[config.mk]
export PLATFORM = sky130hd
export DESIGN_NAME = mux_nto1_scan
export DESIGN_NICKNAME = d
export VERILOG_FILES = /design/src/rtl/mux_pkg.sv /design/src/rtl/mux_nto1_scan_scan_counter.sv /design/src/rtl/mux_nto1_scan.sv
export SDC_FILE = /design/constraint.sdc
export NUM_CORES = 1
export LEC_CHECK = 0
export ABC_AREA = 1
export CAP_MARGIN = 15
export CORE_UTILIZATION = 30
export CTS_CLUSTER_DIAMETER = 60
export DETAILED_ROUTE_END_ITERATION = 8
export HOLD_SLACK_MARGIN = 0.03
export PLACE_DENSITY = 0.6
export REMOVE_ABC_BUFFERS = 1
export SYNTH_ARGS = -nofsm -noshare
export SYNTH_HDL_FRONTEND = slang
export SYNTH_SLANG_ARGS = --single-unit
[constraint.sdc]
create_clock -name clk -period 1.4 [get_ports clk]
set_clock_uncertainty 0.05 [all_clocks]
set_input_delay 0.21 -clock clk [delete_from_list [all_inputs] [get_ports clk]]
set_output_delay 0.21 -clock clk [all_outputs]
set_load 0.01 [all_outputs]
[src/rtl/mux_pkg.sv]
// Shared constants and helpers for the scanning N-to-1 mux.
// Mode encodings and a minimum-one clog2 helper.
package mux_pkg;

  localparam logic MODE_MANUAL = 1'b0;
  localparam logic MODE_AUTO   = 1'b1;

  function automatic int clog2_min1(input int v);
    int r;
    r = 1;
    while ((1 << r) < v) r = r + 1;
    return r;
  endfunction

endpackage

[src/rtl/mux_nto1_scan_scan_counter.sv]
// Dwell counter plus modulo-N_CH channel index.
// Supports load from a manual select and flags the N_CH-1 -> 0 step.
module scan_counter
  import mux_pkg::*;
#(
  parameter int  N_CH  = 8,
  parameter int  DWELL = 4,
  localparam int SEL_W = clog2_min1(N_CH)
) (
  input  logic             clk,
  input  logic             rst_n,
  input  logic             run,
  input  logic             load,
  input  logic             load_ok,
  input  logic [SEL_W-1:0] load_idx,
  output logic [SEL_W-1:0] idx,
  output logic             wrap_nxt
);

  localparam int CW = clog2_min1(DWELL + 1);
  localparam logic [CW-1:0]    CNT_END = CW'(DWELL - 1);
  localparam logic [SEL_W-1:0] IDX_END = SEL_W'(N_CH - 1);

  logic [CW-1:0] cnt;
  logic          step;

  assign step     = (cnt == CNT_END);
  assign wrap_nxt = run && step && (idx == IDX_END);

  always_ff @(posedge clk or negedge rst_n) begin
    if (!rst_n) begin
      cnt <= '0;
      idx <= '0;
    end else if (load) begin
      cnt <= '0;
      if (load_ok) idx <= load_idx;
    end else if (run) begin
      if (step) begin
        cnt <= '0;
        idx <= (idx == IDX_END) ? '0 : idx + 1'b1;
      end else begin
        cnt <= cnt + 1'b1;
      end
    end
  end

endmodule

[src/rtl/mux_nto1_scan.sv]
// Registered N-to-1 mux with manual select or timed auto-scan.
// Priority: reset, then enable, then mode.
module mux_nto1_scan
  import mux_pkg::*;
#(
  parameter int  N_CH  = 8,
  parameter int  W     = 1,
  parameter int  DWELL = 4,
  localparam int SEL_W = clog2_min1(N_CH)
) (
  input  logic              clk,
  input  logic              rst_n,
  input  logic              En,
  input  logic              mode,
  input  logic [SEL_W-1:0]  s,
  input  logic [N_CH*W-1:0] A,
  output logic [W-1:0]      y,
  output logic              y_valid,
  output logic [SEL_W-1:0]  sel,
  output logic              wrap
);

  localparam logic [SEL_W:0] NCH = (SEL_W + 1)'(N_CH);

  logic             s_ok;
  logic             run;
  logic             load;
  logic [SEL_W-1:0] idx;
  logic             wrap_nxt;

  assign s_ok = ({1'b0, s} < NCH);
  assign run  = En && (mode == MODE_AUTO);
  assign load = En && (mode == MODE_MANUAL);

  scan_counter #(
    .N_CH  (N_CH),
    .DWELL (DWELL)
  ) u_scan (
    .clk      (clk),
    .rst_n    (rst_n),
    .run      (run),
    .load     (load),
    .load_ok  (s_ok),
    .load_idx (s),
    .idx      (idx),
    .wrap_nxt (wrap_nxt)
  );

  always_ff @(posedge clk or negedge rst_n) begin
    if (!rst_n) begin
      y       <= '0;
      y_valid <= 1'b0;
      sel     <= '0;
      wrap    <= 1'b0;
    end else if (!En) begin
      y       <= '0;
      y_valid <= 1'b0;
      wrap    <= 1'b0;
    end else if (mode == MODE_MANUAL) begin
      wrap <= 1'b0;
      if (s_ok) begin
        y       <= A[int'(s)*W +: W];
        y_valid <= 1'b1;
        sel     <= s;
      end else begin
        y       <= '0;
        y_valid <= 1'b0;
      end
    end else begin
      // Output shows the index before this edge's advance.
      y       <= A[int'(idx)*W +: W];
      y_valid <= 1'b1;
      sel     <= idx;
      wrap    <= wrap_nxt;
    end
  end

endmodule

==> metrics.md, run 1 <==
| Metric | Value |
|---|---|
| Sequential area share after synthesis | 0.417 |
| Synth area leader | dfrtp_1 |
| Most common cell after layout, fill and taps aside | nand3_1 |
| Finished Cell Area | 0.00106 mm2 |
| CTS Buf Count | 3 |
| Combinational share of power | 0.413 |
| Sw Pwr | 0.432 mW |
| Netlist cell types | 24 |
| Die Y | 51.0 um |
| Core area | 0.00223 mm2 |
| Maximum vdd drop | 0.000503 V |
| CTS tree | done |
| Vias | 627 |
| Mean Syn Cell Area | 8.77 um2 |
| DR vias/cell | 4.38 |
| PortBufs | 20 |
| Power Density | 1220 mW/mm2 |
| Placed instance count | 139 |
| Worst setup EP type | flop |
| Reg-to-Reg Start | u_scan.cnt[0] |
| Drt wl/cell | 9.89 um |
| R2r setup slk | 0.11 ns |
| Initial DRC count | 6 |
| Die width | 51.0 um |
| Final hold vios | 0 |
| Max_cap viols | 0 |
| Number of antenna violations at the first check in global routing | 0 |
| DIE AREA | 0.00260 mm2 |
| IO Pins | 21 |
| Placed cell area | 0.00103 mm2 |
| Slew at the pin with the worst max-slew slack | 0.251 ns |
| Ant diodes | 0 |
| CP Data Arrival Time | 1.41 ns |
| P_leak | 0.524 nW |
| Kind of critical path | flop to flop |
| Layout area overhead | 47.8% |
| Switching share of power | 0.334 |
| Critical Path Source | u_scan.cnt[0] |
| Min Tclk post-route | 1.29 ns |
| Worst-path maximum fanout | 5 |
| Drt drc | 0 |
| RSZ-0062 raised after global routing | false |
| Hold Path Class | primary input to async pin |
| Initial cell density of the core | 0.322 |
| Root Buffer | clkbuf_4 |
| CTS clk-pin slew, worst paths | 0.08 ns |
| Gpl congestion | 0.890 |
| Reg power frac | 0.376 |
| Routed wire length | 1410 um |
| Yosys warns | 0 |
| Fmax | 772 MHz |
| Cell count after synthesis | 82 |
| Reg-to-Reg End | u_scan.idx[0] |
| Final HPWL DP | 1130 um |
| # clock sinks | 12 |
| Layout Nets | 134 |
| Final setup fails | 0 |
| Tcrit/Tclk final | 0.925 |
| Cell row count | 17 |
| Flops & latches, synth | 12 |
| Final Util | 0.476 |
| Routed Antenna Nets | 0 |
| CTS max path bufs | 2 |
| Worst setup endpoint | u_scan.idx[0] |
| Drt pass-1 iters | 4 |
| Largest net degree at the start of global routing | 13 |
| Clock power frac | 0.211 |
| Slew Limit Fails | 0 |
| Post-synth top area share | 0.417 |
| Worst Setup Start Kind | flop |
| R2R depth | 5 |
| Status | completed |
| Commonest non-fill, non-tap cells in the layout | 15 x nand3_1, 14 x nand2_1, 14 x clkdlybuf4s50_1 |
| Congestion Overflow GR | 0 |
| Internal | 0.861 mW |
| H-tree levels | 1 |
| Syn Std Cell Area | 719 um2 |
| First-pass GRT wire length | 2620 um |
| Final std cells w/o fill | 143 |
| Clock Latency Late Sink | 0.27 ns |
| CP required | 1.51 ns |
| Layout cells sized above 1 | 0.217 |
| Worst slew margin | 0.831 |
| Synth top area cells | dfrtp_1 42%, nand3_1 10%, nand2_1 7.3% |
| Vias in the first global route | 660 |
| GR Util All Layers | 0.135 |
==> sequential cells by signal (all words and copies together), names as in the netlist <==
register,count
y_valid,1
y,1
sel,3
u_scan.cnt,3
wrap,1
u_scan.idx,3
==> how the worst min path moves through the flow <==
stage | startpoint | endpoint | slack (ns)
2_1_floorplan | rst_n | sel[0] | -0.14
3_3_place_gp | u_scan.cnt[1] | u_scan.cnt[1] | 0.43
3_5_place_dp | sel[1] | sel[1] | 0.44
4_1_cts | rst_n | wrap | 0.18
5_1_grt | rst_n | wrap | 0.20
6_report | rst_n | wrap | 0.18
==> metrics by stage <==
| step | hold WS, ns | power, mW | TNS [ns] | setup slack (ns) |
|---|---|---|---|---|
| 6_report | 0.181 | 1.29 | 0 | 0.105 |
| 5_1_grt | 0.199 | 1.41 | 0 | 0.0249 |
| 4_1_cts | 0.183 | 1.31 | 0 | 0.00633 |
| 3_5_place_dp | 0.437 | 1.05 | -0.117 | -0.0603 |
| 3_3_place_gp | 0.431 | 1.05 | -0.0917 | -0.0597 |
| 2_1_floorplan | -0.136 | 0.811 | 0 | 0.102 |
==> final cells by class <==
class                      count  area, um2
tap                           28       35.0
fill                         216       1170
sequential                    12        300
timing repair buffer          31        295
inverter                      10       45.0
clock buffer                   4       36.3
multi-input combinational     58        352
==> cells in the mapped netlist <==
| master | count |
|---|---|
| nand3_1 | 15 |
| nand2_1 | 14 |
| dfrtp_1 | 12 |
| inv_1 | 7 |
| o21ai_1 | 6 |
| nor2_1 | 5 |
| ha_1 | 3 |
| nand2_4 | 3 |
| buf_6 | 2 |
| a21oi_1 | 1 |
| a21oi_4 | 1 |
| a31oi_1 | 1 |
| and2_1 | 1 |
| inv_2 | 1 |
| inv_4 | 1 |
| inv_6 | 1 |
| nand2_2 | 1 |
| nand2_8 | 1 |
| nor4_1 | 1 |
| o211ai_1 | 1 |
| o21a_1 | 1 |
| o21ai_0 | 1 |
| o21ai_2 | 1 |
| xnor2_1 | 1 |
==> layer usage <==
layer	wire, um	track usage	share of wire
met5	0	0	0
met4	27	0.0972	0.019
met3	56	0.00893	0.040
met2	673	0.230	0.48
met1	657	0.159	0.46
==> worst max-delay path: stages, from the launching register on <==
cell	delay (ns)
dfrtp_1	0.40
ha_1	0.21
nand2_1	0.13
a21oi_4	0.09
buf_4	0.15
o21a_1	0.16
==> kinds of logic after synthesis <==
group	share of synthesized area
simple gates	0.304
buf+inv	0.0939
xor+xnor	0.0122
compound gates	0.120
flops	0.417
fa+ha+maj	0.0522
==> timing repair <==
action	4_1_cts	5_1_grt
resized for setup	4	2
buffers inserted	0	0
hold endpoints to repair	0	0
setup endpoints to repair	4	2
hold buffers	0	0
==> power by group through the flow <==
stage          combinational [mW]  sequential [mW]  clock [mW]
2_1_floorplan               0.305            0.507           0
3_3_place_gp                0.554            0.492           0
3_5_place_dp                0.556            0.494           0
4_1_cts                     0.541            0.486       0.284
5_1_grt                     0.620            0.496       0.298
6_report                    0.534            0.486       0.273
(Power assumes the default switching activity.)
==> run 2: changes to the inputs <==
Settings changed: CORE_UTILIZATION 30 to 45, PLACE_DENSITY 0.6 to 0.82.
==> run 2 against run 1 <==
Critical path depth grew 1. First-iteration DRC count grew to 2.8 times the previous value. Total power grew 4.1%. Core utilization grew 23 points. Count of clock-buffer cells in the layout is the same. Die area shrank 32%. Sequential cell count is the same.
==> metrics.md, run 2 (synthesis gave the netlist of run 1 again) <==
| Metric | Value |
|---|---|
| Biggest regs | sel (3), u_scan.cnt (3), u_scan.idx (3) |
| Cell row count | 14 (-3) |
| DR vias/cell | 5.00 (+14%) |
| Drt pass-1 iters | 4 (unchanged) |
| Pre-CTS WS | -0.0608 ns (-0.000520 ns) |
| CP max stage cell | dfrtp_1 |
| Layout Nets | 137 (+2.2%) |
| Fill cells | 131 (-39%) |
| Gpl congestion | 0.848 (-4.7%) |
| Die Y | 42.0 um (-18%) |
| Final Total Pwr | 1.35 mW (+4.1%) |
| CTS Hold Bufs | 0 (unchanged) |
| Drt drc | 0 (unchanged) |
| Number of antenna violations at the first check in global routing | 0 (unchanged) |
| Initial DRC count | 17 (+11) |
| H-tree levels | 1 (unchanged) |
| Drt wl/cell | 12.1 um (+22%) |
| Max_cap viols | 0 (unchanged) |
| IO Pins | 21 (unchanged) |
| Final hold vios | 0 (unchanged) |
| Kind of critical path | flop to flop |
| Final Util | 0.703 (+0.226) |
| Root Buffer | clkbuf_4 |
| Worst path top cell family by delay | flip-flops |
| Placed instance count | 127 (-8.6%) |
| Slew Limit Fails | 0 (unchanged) |
| Commonest non-fill, non-tap cells in the layout | 15 x nand3_1, 14 x nand2_1, 14 x clkdlybuf4s50_1, 14 x buf_4, 12 x dfrtp_1 |
| Multi-input logic area | 352 um2 (unchanged) |
| P_leak | 0.531 nW (+1.5%) |
| Min Tclk post-route | 1.30 ns (+0.00883 ns) |
| Register Area | 300 um2 (unchanged) |
| Status | completed |
| Core area | 0.00151 mm2 (-33%) |
| Vias in the first global route | 682 (+3.3%) |
| Worst slew margin | 0.818 (-0.0130) |
| Hold Path Class | primary input to async pin |
| Maximum vdd drop | 0.000647 V (+29%) |
| Power Density | 1270 mW/mm2 (+4.6%) |
| Congestion Overflow GR | 0 (unchanged) |
| DIE AREA | 0.00176 mm2 (-32%) |
| CP Data Arrival Time | 1.41 ns (about the same) |
| Layout cells sized above 1 | 0.237 (+0.0199) |
| Setup ws final | 0.0965 ns (-0.00883 ns) |
| Ant diodes | 0 (unchanged) |
| Layout area overhead | 47.1% |
| Most common cell after layout, fill and taps aside | nand3_1 |
| Slew at the pin with the worst max-slew slack | 0.271 ns (+0.0193 ns) |
| Routed Antenna Nets | 0 (unchanged) |
| Final std cells w/o fill | 134 (-6.3%) |
| Die width | 42.0 um (-18%) |
| Fin Setup TNS | 0 ns (unchanged) |
| Worst Hold Slack | 0.173 ns (-0.00792 ns) |
| Placed cell area | 1000 um2 (-2.7%) |
| Vias | 670 (+6.9%) |
| Finished Cell Area | 0.00106 mm2 (-0.47%) |
| Final HPWL DP | 1310 um (+15%) |
| Routed wire length | 1620 um (+14%) |
| Final setup fails | 0 (unchanged) |
| CP peak stage delay | 0.41 ns (about the same) |
| Clock Latency Late Sink | 0.27 ns (about the same) |
| Worst Setup Start Kind | flop |
| CTS Buf Count | 3 (unchanged) |
| CP required | 1.51 ns (about the same) |
| # clock sinks | 12 (unchanged) |
| Bufs and invs on worst path | 1 (unchanged) |
| CTS clk-pin slew, worst paths | 0.07 ns (about the same) |
| PortBufs | 20 (unchanged) |
| CTS tree | done |
| Initial cell density of the core | 0.478 (+0.155) |
| Largest net degree at the start of global routing | 13 (unchanged) |
| Fmax | 767 MHz (-0.68%) |
| GR Util All Layers | 0.221 (+0.0856) |
| Worst-path maximum fanout | 3 (-2) |
| Worst setup EP type | flop |
| Cell Chain, Critical Path | ha_1 -> nand2_1 -> a21oi_4 -> buf_4 -> o211ai_1 -> o21ai_1 |
| Tcrit/Tclk final | 0.931 (+0.00631) |
| First-pass GRT wire length | 2890 um (+11%) |
| CTS max path bufs | 2 (unchanged) |
-- run 2: changes by cell type in the layout (fill, tap and decap cells not counted) --
cell / previous run / this run
buf_12: 1 / 0
buf_4: 10 / 14
-- run 2: cell type report --
cell class / count / share of cell area
multi-input combinational: 58 / 0.332
timing repair buffer: 34 / 0.288
sequential: 12 / 0.284
inverter: 10 / 0.0426
clock buffer: 4 / 0.0343
tap: 16 / 0.0189
-- run 2: path summary, 6_finish.rpt --
path	start	to	slack, ns	depth (start not counted)
worst max-delay path	u_scan.cnt[1]	u_scan.idx[2]	0.1	6
worst min-delay path	rst_n	wrap	0.17	2
worst max register to register	u_scan.cnt[1]	u_scan.idx[2]	0.1	6
worst min register to register	sel[1]	sel[1]	0.44	2
max in group asynchronous	rst_n	u_scan.cnt[2]	0.98	2
min in group clk	sel[1]	sel[1]	0.44	2
-- run 2: per-layer routing --
metal | part of all wire | track usage | up-vias | wire length [um]
li1 | - | - | 345 | -
met1 | 0.43 | 0.292 | 298 | 688
met2 | 0.49 | 0.341 | 20 | 794
met3 | 0.044 | 0.0259 | 7 | 71
met4 | 0.039 | 0.142 | 0 | 63
met5 | 0 | 0 | - | 0
-- run 2: timing repair --
item | in CTS | in global routing
cloned | 0 | 0
setup buffers | 0 | 3
resized for setup | 4 | 2
pin swaps | 0 | 1
endpoints found under the setup margin | 4 | 4
-- run 2: power breakdown --
part	internal, mW	total, mW	leakage, nW	switching [mW]
sequential	0.434	0.485	0.148	0.0509
combinational	0.298	0.589	0.363	0.291
clock	0.158	0.273	0.0210	0.114
total	0.890	1.35	0.531	0.456
==> run 3: changes to the inputs <==
Settings changed: HOLD_SLACK_MARGIN 0.03 to not set, SLEW_MARGIN set to 20.
==> results of run 3 <==
No change in the layout: final DEF, timing and power equal those of run 2.
